<file path="config.mk">
export PLATFORM = sky130hd
export DESIGN_NAME = seg7_scan_ctrl
export DESIGN_NICKNAME = d
export VERILOG_FILES = /design/src/rtl/seg7_pkg.sv /design/src/rtl/bcd_to_7seg.sv /design/src/rtl/seg7_scan_ctrl.sv
export SDC_FILE = /design/constraint.sdc
export NUM_CORES = 1
export LEC_CHECK = 0
export BUFFER_PORTS_ARGS = -buffer_cell sky130_fd_sc_hd__buf_2
export CORE_ASPECT_RATIO = 1.25
export CORE_MARGIN = 10
export CORE_UTILIZATION = 52
export CTS_CLUSTER_DIAMETER = 30
export DETAILED_ROUTE_END_ITERATION = 10
export PLACE_DENSITY = 0.75
export SLEW_MARGIN = 40
export SYNTH_ARGS = -nofsm -noshare
export SYNTH_HDL_FRONTEND = slang
export SYNTH_SLANG_ARGS = --single-unit
</file>
<file path="constraint.sdc">
create_clock -name clk -period 2.8 [get_ports clk]
set_input_delay 0.42 -clock clk [delete_from_list [all_inputs] [get_ports clk]]
set_output_delay 0.42 -clock clk [all_outputs]
set_load 0.01 [all_outputs]
</file>
<file path="src/rtl/seg7_pkg.sv">
// rtl/seg7_pkg.sv - shared constants and scan state encoding for the 7-segment scanner
package seg7_pkg;

    localparam int          NUM_DIGITS = 4;
    // Segments are active-low {g,f,e,d,c,b,a}; all ones leaves the digit dark.
    localparam logic [6:0]  SEG_OFF    = 7'h7F;

    typedef enum logic [1:0] {
        OFF   = 2'd0,
        BLANK = 2'd1,
        SHOW  = 2'd2
    } seg7_state_t;

endpackage

</file>
<file path="src/rtl/bcd_to_7seg.sv">
// rtl/bcd_to_7seg.sv - 4-bit code to active-low {g,f,e,d,c,b,a} segment pattern
module bcd_to_7seg (
    input  logic [3:0] BCD,
    output logic [6:0] seg
);

    // Codes above 9 decode to hex glyphs; the scanner decides whether to show them.
    always_comb begin
        seg = 7'h7F;
        case (BCD)
            4'h0: seg = 7'h40;
            4'h1: seg = 7'h79;
            4'h2: seg = 7'h24;
            4'h3: seg = 7'h30;
            4'h4: seg = 7'h19;
            4'h5: seg = 7'h12;
            4'h6: seg = 7'h02;
            4'h7: seg = 7'h78;
            4'h8: seg = 7'h00;
            4'h9: seg = 7'h10;
            4'hA: seg = 7'h08;
            4'hB: seg = 7'h03;
            4'hC: seg = 7'h46;
            4'hD: seg = 7'h21;
            4'hE: seg = 7'h06;
            4'hF: seg = 7'h0E;
            default: seg = 7'h7F;
        endcase
    end

endmodule

</file>
<file path="src/rtl/seg7_scan_ctrl.sv">
// rtl/seg7_scan_ctrl.sv - four-digit multiplexed 7-segment scanner with
// dead-time gaps, frame-aligned display updates and leading-zero blanking
module seg7_scan_ctrl
    import seg7_pkg::*;
#(
    parameter int TICK_DIV = 50000,
    parameter int DEAD_CYC = 4
) (
    input  logic        clk,
    input  logic        rst,
    input  logic        en,
    input  logic        load,
    output logic        ready,
    input  logic [15:0] data_in,
    input  logic        blank_lz,
    output logic [6:0]  seg,
    output logic [3:0]  an,
    output logic        frame_start
);

    localparam int              CNT_W     = $clog2((TICK_DIV > DEAD_CYC) ? TICK_DIV : DEAD_CYC);
    localparam logic [CNT_W-1:0] TICK_LAST = CNT_W'(TICK_DIV - 1);
    localparam logic [CNT_W-1:0] DEAD_LAST = CNT_W'(DEAD_CYC - 1);

    seg7_state_t        r_state;
    seg7_state_t        w_state_nxt;
    logic [1:0]         r_idx;
    logic [1:0]         w_idx_nxt;
    logic [CNT_W-1:0]   r_cnt;
    logic [CNT_W-1:0]   w_cnt_nxt;
    logic               w_frame_entry;

    logic [15:0]        r_disp;
    logic [15:0]        r_pend;
    logic               r_pend_vld;
    logic [6:0]         r_seg;
    logic [3:0]         r_an;
    logic               r_frame_start;

    logic [3:0]         w_bcd;
    logic [6:0]         w_dec_seg;
    logic               w_z3;
    logic               w_z32;
    logic               w_z321;
    logic               w_lz_blank;
    logic [6:0]         w_seg_nxt;
    logic [3:0]         w_an_nxt;

    always_ff @(posedge clk) begin
        if (rst) begin
            r_state <= OFF;
            r_idx   <= 2'd0;
            r_cnt   <= '0;
        end else begin
            r_state <= w_state_nxt;
            r_idx   <= w_idx_nxt;
            r_cnt   <= w_cnt_nxt;
        end
    end

    always_comb begin
        w_state_nxt   = r_state;
        w_idx_nxt     = r_idx;
        w_cnt_nxt     = r_cnt + 1'b1;
        w_frame_entry = 1'b0;
        if (!en) begin
            w_state_nxt = OFF;
            w_idx_nxt   = 2'd0;
            w_cnt_nxt   = '0;
        end else begin
            case (r_state)
                OFF: begin
                    w_state_nxt   = BLANK;
                    w_idx_nxt     = 2'd0;
                    w_cnt_nxt     = '0;
                    w_frame_entry = 1'b1;
                end
                BLANK: begin
                    if (r_cnt == DEAD_LAST) begin
                        w_state_nxt = SHOW;
                        w_cnt_nxt   = '0;
                    end
                end
                SHOW: begin
                    if (r_cnt == TICK_LAST) begin
                        w_state_nxt   = BLANK;
                        w_idx_nxt     = r_idx + 2'd1;
                        w_cnt_nxt     = '0;
                        w_frame_entry = (r_idx == 2'd3);
                    end
                end
                default: begin
                    w_state_nxt = OFF;
                    w_idx_nxt   = 2'd0;
                    w_cnt_nxt   = '0;
                end
            endcase
        end
    end

    // Outputs are computed from the next state so seg/an register alongside it.
    assign w_bcd = r_disp[{w_idx_nxt, 2'b00} +: 4];

    bcd_to_7seg u_dec (
        .BCD (w_bcd),
        .seg (w_dec_seg)
    );

    assign w_z3   = (r_disp[15:12] == 4'd0);
    assign w_z32  = w_z3  && (r_disp[11:8] == 4'd0);
    assign w_z321 = w_z32 && (r_disp[7:4]  == 4'd0);

    always_comb begin
        w_lz_blank = 1'b0;
        case (w_idx_nxt)
            2'd3:    w_lz_blank = blank_lz && w_z3;
            2'd2:    w_lz_blank = blank_lz && w_z32;
            2'd1:    w_lz_blank = blank_lz && w_z321;
            default: w_lz_blank = 1'b0;
        endcase
    end

    always_comb begin
        w_an_nxt  = 4'hF;
        w_seg_nxt = SEG_OFF;
        if (w_state_nxt == SHOW) begin
            w_an_nxt = ~(4'b0001 << w_idx_nxt);
            if ((w_bcd <= 4'd9) && !w_lz_blank) begin
                w_seg_nxt = w_dec_seg;
            end
        end
    end

    // A pending value blocks new loads until the next frame boundary takes it.
    always_ff @(posedge clk) begin
        if (rst) begin
            r_disp        <= 16'h0000;
            r_pend        <= 16'h0000;
            r_pend_vld    <= 1'b0;
            r_seg         <= SEG_OFF;
            r_an          <= 4'hF;
            r_frame_start <= 1'b0;
        end else begin
            r_seg         <= w_seg_nxt;
            r_an          <= w_an_nxt;
            r_frame_start <= w_frame_entry;
            if (w_frame_entry && r_pend_vld) begin
                r_disp     <= r_pend;
                r_pend_vld <= 1'b0;
            end else if (load && !r_pend_vld) begin
                r_pend     <= data_in;
                r_pend_vld <= 1'b1;
            end
        end
    end

    assign ready       = ~r_pend_vld;
    assign seg         = r_seg;
    assign an          = r_an;
    assign frame_start = r_frame_start;

endmodule

</file>
# Yosys cells after proc, flatten, opt, wreduce, memory -nomap -nowiden
# Memory sizes are Yosys's and may differ from the RTL's. A register that Yosys moved wholly into a read port is not among the register bits.
# Index checks and enable logic that the tools add are counted.
[word_totals] ff_bits=58 romBits=112 in_bits=21 out_inout_bits=13 elab_cells=62 n_memories=1
[memory_table] name="(name not given)" words=16 width=7 read_ports=1 rd_clocked_by_memory_dff=1 write_ports=0 line_no="bcd_to_7seg.sv:10" rtl="case (BCD)"
[classes] addsub=2 magnitude_cmp=1 eq_ne=9 n_shift=2 mux=14 n_bitwise=6 n_reduce_logical=19
[op_table] op="16-bit two-way mux" n=2
[op_table] op="16-bit case mux with 2 select lines" n=1
[op_table] op="16-bit by 1-bit adder with 16-bit output, second input constant" n=1
[op_table] op="16-bit equality test, second input constant" n=1
[op_table] op="16-bit by 2-bit equality test with 1-bit output, second input constant" n=1
[op_table] op="16-bit by 5-bit variable part select with 4-bit output" n=1
[op_table] op="4-bit zero test" n=3
[op_table] op="2-bit equality test, second input constant" n=5
[op_table] op="2-bit two-way mux" n=5
[op_table] op="1-bit logical AND" n=8
[op_table] op="2-bit case mux with 3 select lines" n=1
[op_table] op="2-bit OR reduction" n=3
[op_table] op="1-bit inverter" n=5
[op_table] op="2-bit by 1-bit equality test with 1-bit output, second input constant" n=2
[op_table] op="4-bit less-or-equal comparator, second input constant" n=1
[op_table] op="4-bit inverter" n=1
[op_table] op="2-bit case mux with 2 select lines" n=1
[op_table] op="1-bit by 2-bit left shift with 4-bit output, first input constant" n=1
[op_table] op="1-bit case mux with 3 select lines" n=1
[op_table] op="3-bit OR reduction" n=1
[op_table] op="2-bit by 1-bit adder with 2-bit output, second input constant" n=1
[op_table] op="1-bit zero test" n=2
[op_table] op="2-bit zero test" n=1
[op_table] op="1-bit two-way mux" n=2
[op_table] op="2 further kinds" n=2

# Depth between registers and ports, before layout
# Gate-level depths: netlist of run 1.
[depth] ltp_word=10 mapped_depth=15

# By module
# From an unflattened synthesis of run 1, not the netlist that was laid out.
[unflattened] hier_cells=370 area_unflattened_um2=3085.5
[modules_own_cells] mod="seg7_scan_ctrl" n_inst=1 cells_each=338 area_per_inst_um2=2810.2 seq_area_each_um2=1301.2
[modules_own_cells] mod="bcd_to_7seg" n_inst=1 cells_each=32 area_per_inst_um2=275.3 seq_area_each_um2=0.0

# Worst setup path before layout of run 1
# No wires, ideal clock.
[synth_timing] kind="reg2reg" startpoint="register r_cnt[12]" endpoint="register r_seg[2] (netlist: seg[2])" setup_ns=0.087 arrival_time_ns=2.890 setup_slack_ns=-0.177 path_stages_with_launch=13 path_buffers=1 synth_period_minus_slack_ns=2.977 path_cell_list="dfxtp_1 > or4_4 > o41a_1 > o2111a_1 > nand2b_1 > buf_6 > clkinv_8 > mux2_2 > ha_1 > nor2_1 > nor2_1 > a2bb2o_4 > o31ai_1"
[synth_between] elab_chain_len=10
[synth_lines] item="from (decl)" line_no="seg7_scan_ctrl.sv:29" rtl="logic [CNT_W-1:0] r_cnt;"
[synth_lines] item="from (signal assigned)" line_no="seg7_scan_ctrl.sv:57" rtl="r_cnt <= w_cnt_nxt;"
[synth_lines] item="16-bit equality test (*)" line_no="seg7_scan_ctrl.sv:85" rtl="if (r_cnt == TICK_LAST) begin"
[synth_lines] item="2-bit two-way mux (*)" line_no="seg7_scan_ctrl.sv:85"
[synth_lines] item="2-bit case mux with 2 select lines (*)" line_no="seg7_scan_ctrl.sv:71" rtl="case (r_state)"
[synth_lines] item="2-bit two-way mux (*)" line_no="seg7_scan_ctrl.sv:66" rtl="if (!en) begin"
[synth_lines] item="net w_idx_nxt[1]" line_no="seg7_scan_ctrl.sv:28" rtl="logic [1:0] w_idx_nxt;"
[synth_lines] item="branches (longest 6 deep; another with 4-bit less-or-equal comparator)"
[synth_lines] item="to (decl)" line_no="seg7_scan_ctrl.sv:36" rtl="logic [6:0] r_seg;"
# Mark *: on every way through the listed nets, which the timed path passes.
# A chain may end at the register's enable or synchronous reset.

# Worst setup path in the final report of run 1
[layout_timing] startpoint="register r_cnt[12]" endpoint="register r_seg[4] (netlist: seg[4])"
# Same word-level chain as after synthesis.

==> results of run 1 <==
-- timing repair --
action                                  4_1_cts  5_1_grt
gates resized for setup                      10        4
buffers inserted                              7        2
hold endpoints to repair                      0        0
endpoints found under the setup margin        7        7
cloned                                        0        0
pin swaps                                    12        4
-- routing by layer --
layer / track usage (%) / vias up
li1: - / 1253
met1: 17.09 / 1100
met2: 23.24 / 39
met3: 4.310 / 12
met4: 6.963 / 0
met5: 0 / -
-- worst register-to-register path: cells and delay by family (launching register included) --
kind / cells / cell delay, ns
AOI/OAI and AO/OA: 3 / 0.56
adders and majority gates: 1 / 0.14
and+or+nand+nor: 5 / 1.04
buffers and inverters: 3 / 0.29
muxes: 2 / 0.47
DFF: 1 / 0.32
-- where the power goes --
| group | switching [mW] | internal (mW) |
|---|---|---|
| clock network | 0.364 | 0.590 |
| registers | 0.0124 | 0.945 |
| logic | 0.0651 | 0.0477 |
| total | 0.441 | 1.58 |
-- through the flow --
step	utilization [%]	instances
2_1_floorplan	-	321
3_3_place_gp	63.15	439
3_5_place_dp	63.15	439
4_1_cts	69.25	462
5_1_grt	69.79	464
6_report	69.79	464
-- sequential cells by signal, indices dropped and copies added (netlist names) --
| signal | cells |
|---|---|
| an | 4 |
| frame_start | 1 |
| r_cnt | 16 |
| r_disp | 16 |
| r_idx | 2 |
| r_pend | 16 |
| r_pend_vld | 1 |
| r_state | 2 |
| seg | 7 |
-- placed cells by master, fill, tap and decap left out, types with 2 or more instances in the layout --
master and n:
xnor2_1 6, nand4_1 3, nor2_2 2, ha_4 3, nand3_1 8, and3_1 8
dfxtp_1 63, inv_4 3, ha_1 11, nor4_1 3, o211ai_2 3, or3_1 2
bufinv_16 3, buf_2 33, mux2i_1 24, or4_1 2, xor2_1 7, dfxtp_2 2
nor2_1 41, nand2_1 48, o21ai_1 3, clkbuf_8 9, clkinvlp_4 2, ha_2 2
nand2b_1 2, nor3_1 2, a21oi_1 18, o21ai_2 2, o21ai_0 2, and2_1 3
buf_4 40, mux2_4 2, inv_1 6, a21oi_2 3
-- Yosys cell counts (all sizes together) (2+ instances only) --
| cell | n | area share (%) |
|---|---|---|
| ha | 16 | 6.7 |
| o21ai | 7 | 1.2 |
| a21oi | 22 | 4.3 |
| xor2 | 7 | 2.1 |
| dfxtp | 65 | 44 |
| nand4 | 3 | 0.63 |
| and3 | 8 | 1.7 |
| xnor2 | 6 | 1.8 |
| mux2 | 2 | 0.76 |
| nand2 | 48 | 6.1 |
| inv | 9 | 1.2 |
| or4 | 3 | 0.88 |
| nor3 | 2 | 0.34 |
| nand3 | 9 | 1.5 |
| nor2 | 44 | 5.6 |
| o211ai | 3 | 1.3 |
| and2 | 3 | 0.63 |
| mux2i | 25 | 8.6 |
| nor4 | 4 | 1.1 |
| clkbuf | 8 | 1.0 |
| nand2b | 3 | 0.63 |
| buf | 3 | 0.93 |
| or3 | 3 | 0.63 |
-- layout make-up --
type                            instances  share of cell area (%)
Tap cell                               64                   2.094
Inverter                               10                   1.505
Sequential cell                        65                   34.09
Multi-Input combinational cell        235                   43.51
Clock inverter                          7                   3.108
Clock buffer                            9                   3.238
Timing Repair Buffer                   74                   12.46
-- kinds of logic (layout without fill, tap and decap cells) --
| kind of cell | count (synthesis) | after routing |
|---|---|---|
| and+or+nand+nor | 134 | 134 |
| DFF | 65 | 65 |
| AOI/OAI and AO/OA | 45 | 45 |
| muxes | 27 | 27 |
| buffers and inverters | 21 | 100 |
| adders and majority gates | 16 | 16 |
| xor gates and xnor gates | 13 | 13 |
-- final timing paths --
kind / depth (start not counted) / to / start
setup / recovery: 14 / seg[4] / r_cnt[12]
setup reg to reg: 14 / seg[4] / r_cnt[12]
hold reg to reg: 2 / r_pend[1] / r_pend[1]
hold / removal: 3 / r_pend[11] / data_in[11]
==> summary.md, run 1 <==
| Metric | Value |
|---|---|
| Status | `complete, but fails checks` |
| Violated checks | `setup timing` |
| Total clock sinks | `65` |
| Total negative slack | `-0.9620 ns` |
| Clk_skew | `0.009673 ns` |
| Rel. slew slack | `62.83%` |
| Sequential cell area | `1304 sq um` |
| Ys flop type | `dfxtp_1` |
| Synth Area in XOR/XNOR | `3.835%` |
| Antenna diode count | `0` |
| CP bufs+invs | `3` |
| Synth cell types | `51` |
| Crit-path leading delay family | `simple AND/OR/NAND/NOR gates` |
| Mapped Cells | `321` |
| Number of max-cap violations | `0` |
| Critical path class | `register to register` |
| Post-route ant nets | `0` |
| Average size of a mapped cell | `9.250 sq um` |
| CTS tree | `built` |
| Post-Route WL | `6374 um` |
| Max VDD drop | `0.4031 mV` |
| Most frequent CP cell | `inv_4` |
| Minimum clock period | `2.960 ns` |
| Hold Path Class | `primary input to register` |
| Post-Route M1 WL | `2877 um` |
| CP Capture Type | `register` |
| Slowest Stage Delay on Critical Path | `0.54 ns` |
| Synth Area in Adders | `6.743%` |
| Simple-gate portion of the synthesized area | `20.82%` |
| H-Tree Level Count | `3` |
| RSZ-0062 raised after global routing | `true` |
| Largest net degree at the start of global routing | `39` |
| Overall power | `2.025 mW` |
| Final worst setup slack | `-0.1603 ns` |
| Clock-pin slew on the worst setup and hold paths | `0.08 ns` |
| Die W | `87.59 um` |
| Clk root buf | `clkbuf_8` |
| Post-synthesis sequential area ratio | `43.83%` |
| Post-synthesis mux area share | `9.313%` |
| DRC Markers | `0` |
| Top sig layer | `met4` |
| CP max FO | `6` |
| Initial DRC count | `147` |
| Wire length of the first global-routing pass | `11000 um` |
| Clk Latency, worst-skew pair | `0.34 ns` |
| I/O Pins | `34` |
| # setup viols final | `7` |
| Largest family of logic cells by synthesized area | `simple AND/OR/NAND/NOR gates` |
| DR WL met2 | `3139 um` |
| Async SR Flop Fraction | `0%` |
| Port bufs | `33` |
| Maximum root-to-sink buffer count | `2` |
| Area grow syn2layout | `28.82%` |
| Fin. Hold Viols | `0` |
| Final hold slack | `0.3072 ns` |
| Finished Cell Area | `3825 sq um` |
| Routability cong. | `0.9034` |
| Area occupied by multi-input gates | `1664 sq um` |
| CTS Buf Count | `9` |
| DR vias | `2404` |
| Grt total ovfl | `0` |
| Synth Area in Compound Gates | `11.76%` |
| F_max | `0.3378 GHz` |
| Slew Limit Fails | `0` |
| EDFF count, synth | `0` |
| PwrDens | `529.3 nW/um^2` |
| Period utilization | `105.7%` |
| Worst slew pin tran | `0.5488 ns` |
| Layout cell share with drive strength beyond 1 | `31.25%` |
| Initial cell density of the core | `54.18%` |
| Post-synthesis net count | `358` |
| Synthesized area | `2969 sq um` |
| All-Layer GR Usage | `14.57%` |
| # hold bufs at CTS | `0` |
| Die Span Y | `104.5 um` |
| #FFs+latches synth | `65` |
| Synth warn | `0` |
| Number of global-route vias before repair | `2467` |
| Post-DR vias/cell | `5.181` |
| Post-DP HPWL | `4635 um` |
| Critical path required time | `3.02 ns` |
| Setup crit start kind | `register` |
| R2r setup slk | `-0.16 ns` |
| Critical path cell sequence | `or4_4 > buf_6 > nor4_4 > nand3b_1 > a21oi_4 > inv_4 > mux2i_1 > mux2_4 > inv_4 > ha_4 > nor2_4 > nor2_2 > a2bb2o_4 > o211ai_2` |
| Cell row count | `30` |
| Leakage | `1.510 nW` |
| Routed met3 length | `216 um` |
| Area after DPL | `3461 sq um` |
| Critical Path AT | `3.18 ns` |
| Die area | `9151 sq um` |
| DP Worst Slack | `-0.1471 ns` |
| Slowest-stage cell, CP | `or4_4` |
| Area of the core | `5480 sq um` |
| Fill count | `433` |
| Nets | `432` |
| Initial antenna violation count | `0` |
| DR pass1 iterations | `4` |
| Drt wl/cell | `13.74 um` |
Note: power is estimated with default switching activity, not from simulation.
==> inputs of run 2 (changes only) <==
--- a/config.mk
+++ b/config.mk
@@ -8,10 +8,10 @@
 export BUFFER_PORTS_ARGS = -buffer_cell sky130_fd_sc_hd__buf_2
 export CORE_ASPECT_RATIO = 1.25
 export CORE_MARGIN = 10
-export CORE_UTILIZATION = 52
+export CORE_UTILIZATION = 40
 export CTS_CLUSTER_DIAMETER = 30
 export DETAILED_ROUTE_END_ITERATION = 10
-export PLACE_DENSITY = 0.75
+export PLACE_DENSITY = 0.6
 export SLEW_MARGIN = 40
 export SYNTH_ARGS = -nofsm -noshare
 export SYNTH_HDL_FRONTEND = slang
==> run 2 against run 1 <==
Net effect: fmax rose by 4.1%; largest cell class unchanged; the flow still finishes with violations (setup timing); wire length barely moved; hold slack got worse by 0.0034 ns.
==> summary.md, run 2 (synthesized netlist as in run 1, its figures left out) <==
| Metric | Value |
|---|---|
| DRC Markers | `0 (unchanged)` |
| Area occupied by multi-input gates | `1690 sq um (+1.6%)` |
| Sequential cell area | `1303 sq um (about the same)` |
| Overall power | `1.784 mW (-12%)` |
| Initial antenna violation count | `0 (unchanged)` |
| Number of max-cap violations | `0 (unchanged)` |
| RSZ-0062 raised after global routing | `true` |
| Port bufs | `33 (unchanged)` |
| Drt wl/cell | `13.07 um (-4.9%)` |
| Number of global-route vias before repair | `2295 (-7.0%)` |
| Cell row count | `35 (+17%)` |
| Finished Cell Area | `3786 sq um (-1.0%)` |
| CP Capture Type | `register` |
| DR pass1 iterations | `4 (unchanged)` |
| Status | `complete, but fails checks` |
| Critical path required time | `3.00 ns (-0.02 ns)` |
| R2R Path End | `seg[3]` |
| Max VDD drop | `0.3265 mV (-19%)` |
| Die W | `97.06 um (+11%)` |
| Clk_skew | `0.01281 ns (+0.003132 ns)` |
| Layout cell share with drive strength beyond 1 | `31.31% (+0.063 points)` |
| Top flop regs | `r_cnt x16, r_disp x16, r_pend x16` |
| Fin. Hold Viols | `0 (unchanged)` |
| Clk pwr share | `40.0% (-7.1 points)` |
| Post-Route M1 WL | `3094 um (+7.5%)` |
| Minimum clock period | `2.844 ns (-0.1164 ns)` |
| Int Pwr | `1.318 mW (-17%)` |
| Die area | `11290 sq um (+23%)` |
| Critical path class | `register to register` |
| Critical Path AT | `3.05 ns (-0.13 ns)` |
| Maximum root-to-sink buffer count | `2 (unchanged)` |
| Hold Path End | `r_pend[13]` |
| Post-route ant nets | `0 (unchanged)` |
| Flop pwr share | `53.7% (+6.4 points)` |
| Period utilization | `101.6% (-4.2 points)` |
| Hold path depth | `3 (unchanged)` |
| Nets | `428 (-0.93%)` |
| Area after DPL | `3506 sq um (+1.3%)` |
| Launch point of the worst reg-to-reg path | `r_cnt[5]` |
| I/O Pins | `34 (unchanged)` |
| Violated checks | `setup timing` |
| Sw power | `0.4657 mW (+5.5%)` |
| Clk Latency, worst-skew pair | `0.35 ns (about the same)` |
| H-Tree Level Count | `3 (unchanged)` |
| CP max FO | `5 (-1)` |
| Final hold slack | `0.3038 ns (-0.003352 ns)` |
| # hold bufs at CTS | `0 (unchanged)` |
| Post-DR vias/cell | `4.941 (-4.6%)` |
| CTS tree | `built` |
| DP Worst Slack | `-0.06692 ns (+0.08022 ns)` |
| Power share of the combinational group | `6.3% (+0.7 points)` |
| DR WL met2 | `2906 um (-7.4%)` |
| PwrDens | `471.1 nW/um^2 (-11%)` |
| Clk root buf | `clkbuf_8` |
| All-Layer GR Usage | `11.38% (-3.2 points)` |
| Slowest Stage Delay on Critical Path | `0.56 ns (+0.02 ns)` |
| Final worst setup slack | `-0.04390 ns (+0.1164 ns)` |
| Commonest non-fill, non-tap cell in the layout | `dfxtp_1` |
| Setup crit start kind | `register` |
| Sw frac | `26.11% (+4.3 points)` |
| Cell Count, Final, Fillers Out | `488 (+5.2%)` |
| Routability cong. | `0.8124 (-10%)` |
| Area of the core | `7313 sq um (+33%)` |
| Largest net degree at the start of global routing | `40 (+2.6%)` |
| Slowest-stage cell, CP | `or4_4` |
| CTS Buf Count | `9 (unchanged)` |
| Initial cell density of the core | `40.60% (-14 points)` |
| Clock-pin slew on the worst setup and hold paths | `0.08 ns (about the same)` |
| Hold path startpoint | `data_in[13]` |
| Rel. slew slack | `51.96% (-11 points)` |
| Die Span Y | `116.3 um (+11%)` |
| Post-DP HPWL | `4796 um (+3.5%)` |
| Cells after DPL | `468 (+6.6%)` |
| R2r setup slk | `-0.04 ns (+0.12 ns)` |
| Antenna diode count | `0 (unchanged)` |
| Reg2Reg Depth | `10 (-4)` |
| F_max | `0.3516 GHz (+4.1%)` |
| Fill count | `704 (+63%)` |
| DR vias | `2411 (+0.29%)` |
| Total clock sinks | `65 (unchanged)` |
| Worst slew pin tran | `0.7206 ns (+0.1717 ns)` |
| Routed met3 length | `243 um (+13%)` |
| Critical path cell sequence | `or4_4 > o41a_1 > o2111a_1 > nand2b_4 > clkinv_8 > mux2_4 > ha_4 > buf_4 > mux2i_1 > a32oi_1` |
| Initial DRC count | `59 (-60%)` |
| Leakage | `1.467 nW (-2.8%)` |
| Most frequent cells in the layout | `dfxtp_1 (64), nand2_1 (48), nor2_1 (41)` |
| Hold Path Class | `primary input to register` |
| Top sig layer | `met4` |
| Wire length of the first global-routing pass | `10610 um (-3.5%)` |
| Area grow syn2layout | `27.52%` |
| # setup viols final | `7 (unchanged)` |
| Grt total ovfl | `0 (unchanged)` |
| Post-Route WL | `6378 um (about the same)` |
| Slew Limit Fails | `0 (unchanged)` |
==> run 2: routing by layer <==
| metal | up-vias | GRT usage (%) |
|---|---|---|
| li1 | 1250 | - |
| met1 | 1103 | 13.52 |
| met4 | 0 | 5.222 |
| met2 | 44 | 18.62 |
| met5 | - | 0 |
| met3 | 14 | 3.373 |
==> run 2: timing repair <==
item                       CTS  global route
resized for setup            7            10
setup endpoints to repair    7             7
setup buffers                2             2
pin swaps                    0             4
==> run 2: worst max path at each step <==
stage               endpoint  depth (start not counted)  startpoint
global route          seg[3]                         11    r_cnt[5]
floorplan             seg[2]                         12    r_cnt[5]
detailed placement    seg[0]                         12    r_cnt[5]
CTS                   seg[2]                         11    r_cnt[5]
global placement      seg[2]                         12    r_cnt[5]
finish                seg[3]                         10    r_cnt[5]
==> run 2: critical path, delay by kind of cell (launching register included) <==
| family | cells | cell delay, ns |
|---|---|---|
| buf+inv | 2 | 0.22 |
| mux | 2 | 0.53 |
| simple gates | 2 | 0.75 |
| fa+ha+maj | 1 | 0.19 |
| compound gates | 3 | 0.70 |
| flops | 1 | 0.32 |
==> run 2: power groups by stage <==
stage	sequential, mW	combinational, mW	clock (mW)
after floorplan	0.975	0.0742	0
after global placement	0.979	0.109	0
after detailed placement	0.980	0.110	0
after CTS	0.958	0.112	0.734
after global routing	0.960	0.125	0.776
final	0.958	0.112	0.714
==> run 2: final cells by class <==
| cell class | instances | area share [%] |
|---|---|---|
| multi-input cells | 235 | 44.65 |
| flip-flops and latches | 65 | 34.40 |
| repair buffers | 70 | 11.70 |
| clock buffers | 9 | 3.272 |
| well taps | 92 | 3.040 |
| inverters | 10 | 1.520 |
| clock inverters | 7 | 1.421 |
==> run 2: metrics by stage <==
| step | TNS [ns] | utilization (%) |
|---|---|---|
| global route | -0.9581 | 51.77 |
| global placement | -0.2052 | 47.90 |
| detailed placement | -0.3854 | 47.94 |
| floorplan | -0.2002 | - |
| finish | -0.2130 | 51.77 |
| CTS | -0.2234 | 50.81 |
==> inputs of run 3 (changes only) <==
--- a/config.mk
+++ b/config.mk
@@ -11,7 +11,7 @@
 export CORE_UTILIZATION = 40
 export CTS_CLUSTER_DIAMETER = 30
 export DETAILED_ROUTE_END_ITERATION = 10
-export PLACE_DENSITY = 0.6
+export PLACE_DENSITY = 0.58
 export SLEW_MARGIN = 40
 export SYNTH_ARGS = -nofsm -noshare
 export SYNTH_HDL_FRONTEND = slang
==> constraint.sdc (replaced) <==
create_clock -name clk -period 3.26 [get_ports clk]
set_input_delay 0.489 -clock clk [delete_from_list [all_inputs] [get_ports clk]]
set_output_delay 0.489 -clock clk [all_outputs]
set_load 0.01 [all_outputs]
==> run 3 against run 2 <==
Net effect: the flow now finishes without violations; hold slack improved by 0.080 ns; first-iteration DRC count is 15% lower; cell area is 7.6% lower; wire length down 5.8%; via count decreased by 6.6%; clock-buffer cell count grew 2; power fell by 12%; utilization is 4.0 points lower; die area is the same; clock skew is 0.0055 ns lower; fmax decreased by 7.7%; register-to-register slack better by 0.22 ns; critical endpoint is now seg[2].
==> summary.md, run 3 (synthesized netlist as in run 1, its figures left out) <==
| Metric | Value |
|---|---|
| Die W | `97.06 um (unchanged)` |
| Power share of the combinational group | `5.6% (-0.7 points)` |
| Commonest non-fill, non-tap cell in the layout | `dfxtp_1` |
| Final hold slack | `0.3838 ns (+0.07995 ns)` |
| Drt wl/cell | `13.06 um (-0.10%)` |
| CP max FO | `9 (+4)` |
| Fill count | `713 (+1.3%)` |
| CTS tree | `built` |
| DR vias | `2253 (-6.6%)` |
| Area after DPL | `3239 sq um (-7.6%)` |
| Sw power | `0.3590 mW (-23%)` |
| Post-DP HPWL | `4517 um (-5.8%)` |
| Layout cell share with drive strength beyond 1 | `22.83% (-8.5 points)` |
| Area occupied by multi-input gates | `1599 sq um (-5.4%)` |
| All-Layer GR Usage | `11.06% (-0.33 points)` |
| CTS Buf Count | `9 (unchanged)` |
| Antenna diode count | `0 (unchanged)` |
| Leakage | `1.320 nW (-10%)` |
| DRC Markers | `0 (unchanged)` |
| Area grow syn2layout | `17.78%` |
| Total negative slack | `0 ns (+0.2130 ns)` |
| Max VDD drop | `0.2566 mV (-21%)` |
| Number of global-route vias before repair | `2190 (-4.6%)` |
| Cell row count | `35 (unchanged)` |
| Clk pwr share | `42.3% (+2.3 points)` |
| Clk Latency, worst-skew pair | `0.33 ns (-0.02 ns)` |
| Worst slew pin tran | `0.6890 ns (-0.03154 ns)` |
| CP Capture Type | `register` |
| Area of the core | `7313 sq um (unchanged)` |
| Nets | `400 (-6.5%)` |
| Clk root buf | `clkbuf_8` |
| Post-route ant nets | `0 (unchanged)` |
| Total clock sinks | `65 (unchanged)` |
| Minimum clock period | `3.082 ns (+0.2379 ns)` |
| DR pass1 iterations | `4 (unchanged)` |
| Hold Path Class | `primary input to register` |
| Routability cong. | `0.8273 (+1.8%)` |
| Fin. Hold Viols | `0 (unchanged)` |
| # setup viols final | `0 (-7)` |
| Most frequent cells in the layout | `dfxtp_1 (65), nand2_1 (48), nor2_1 (42)` |
| H-Tree Level Count | `3 (unchanged)` |
| Largest net degree at the start of global routing | `40 (unchanged)` |
| Die area | `11290 sq um (unchanged)` |
| Setup crit start kind | `register` |
| Finished Cell Area | `3497 sq um (-7.6%)` |
| Maximum root-to-sink buffer count | `2 (unchanged)` |
| Initial DRC count | `50 (-15%)` |
| Post-Route WL | `6006 um (-5.8%)` |
| Number of max-cap violations | `0 (unchanged)` |
| Critical Path AT | `3.33 ns (+0.28 ns)` |
| Die Span Y | `116.3 um (unchanged)` |
| Wire length of the first global-routing pass | `10320 um (-2.7%)` |
| Clock-pin slew on the worst setup and hold paths | `0.07 ns (about the same)` |
| Sequential cell area | `1301 sq um (about the same)` |
| DP Worst Slack | `-0.01231 ns (+0.05461 ns)` |
| Final worst setup slack | `0.1782 ns (+0.2221 ns)` |
| Slew Limit Fails | `0 (unchanged)` |
| PwrDens | `451.2 nW/um^2 (-4.2%)` |
| # hold bufs at CTS | `0 (unchanged)` |
| Clk_skew | `0.007350 ns (-0.005455 ns)` |
| Top flop regs | `r_cnt x16, r_disp x16, r_pend x16` |
| Core Util, Final | `47.82% (-4.0 points)` |
| Rel. slew slack | `53.48% (+1.5 points)` |
| Critical path class | `register to register` |
| Post-DR vias/cell | `4.898 (-0.87%)` |
| Initial antenna violation count | `0 (unchanged)` |
| Grt total ovfl | `0 (unchanged)` |
| Critical path required time | `3.50 ns (+0.50 ns)` |
| I/O Pins | `34 (unchanged)` |
| Initial cell density of the core | `40.60% (unchanged)` |
| Status | `finished, final reports clean` |
| Port bufs | `33 (unchanged)` |
| Flop pwr share | `52.1% (-1.6 points)` |
| Int Pwr | `1.219 mW (-7.5%)` |
| F_max | `0.3245 GHz (-7.7%)` |
| Sw frac | `22.75% (-3.4 points)` |
| Period utilization | `94.53% (-7.0 points)` |
run 3: path summary, 6_finish.rpt:
path / startpoint / endpoint / slack [ns] / cells past startpoint
worst min register to register: r_pend[14] / r_pend[14] / 0.45 / 2
worst max-delay path: r_cnt[12] / seg[2] / 0.18 / 12
worst min-delay path: data_in[11] / r_pend[11] / 0.38 / 3
worst max register to register: r_cnt[12] / seg[2] / 0.18 / 12
run 3: metrics by stage:
step	total power, mW	std cells
floorplan	0.8994	321
detailed placement	0.9300	441
CTS	1.605	457
finish	1.578	460
global placement	0.9286	441
global route	1.654	460
run 3: area by class of cell:
cell class                 instances  area share, %
multi-input combinational        235          45.72
tap                               92          3.292
clock buffer                      11          4.043
inverter                          10          1.503
timing repair buffer              42          6.655
sequential                        65          37.21
clock inverter                     5          1.574
run 3: power groups by stage:
stage / combinational (mW) / sequential (mW) / clock (mW)
floorplan: 0.0619 / 0.838 / 0
global placement: 0.0884 / 0.840 / 0
detailed placement: 0.0891 / 0.841 / 0
CTS: 0.0898 / 0.822 / 0.693
global route: 0.101 / 0.824 / 0.728
finish: 0.0881 / 0.823 / 0.667
run 3: worst max-delay path, stage by stage (launching register included):
cell	delay (ns)
dfxtp_1	0.33
or4_4	0.58
nor4_4	0.30
nand3b_1	0.20
a21oi_4	0.26
inv_4	0.10
mux2i_1	0.14
mux2_2	0.33
ha_1	0.22
nor2_1	0.17
nor2_2	0.06
a2bb2o_4	0.23
o31ai_1	0.07
run 3: timing repair:
| item | CTS | global route |
|---|---|---|
| setup buffers | 0 | 3 |
| endpoints found under the setup margin | 3 | 7 |
| resized for setup | 1 | 8 |
| endpoints found under the hold margin | 0 | 0 |
| cloned | 0 | 0 |
| pin swaps | 0 | 4 |
run 3: metal layers:
layer	GRT usage [%]	wire length, um
met1	12.36	2742
met2	19.15	2993
met3	3.018	163
met4	5.320	106
met5	0	0
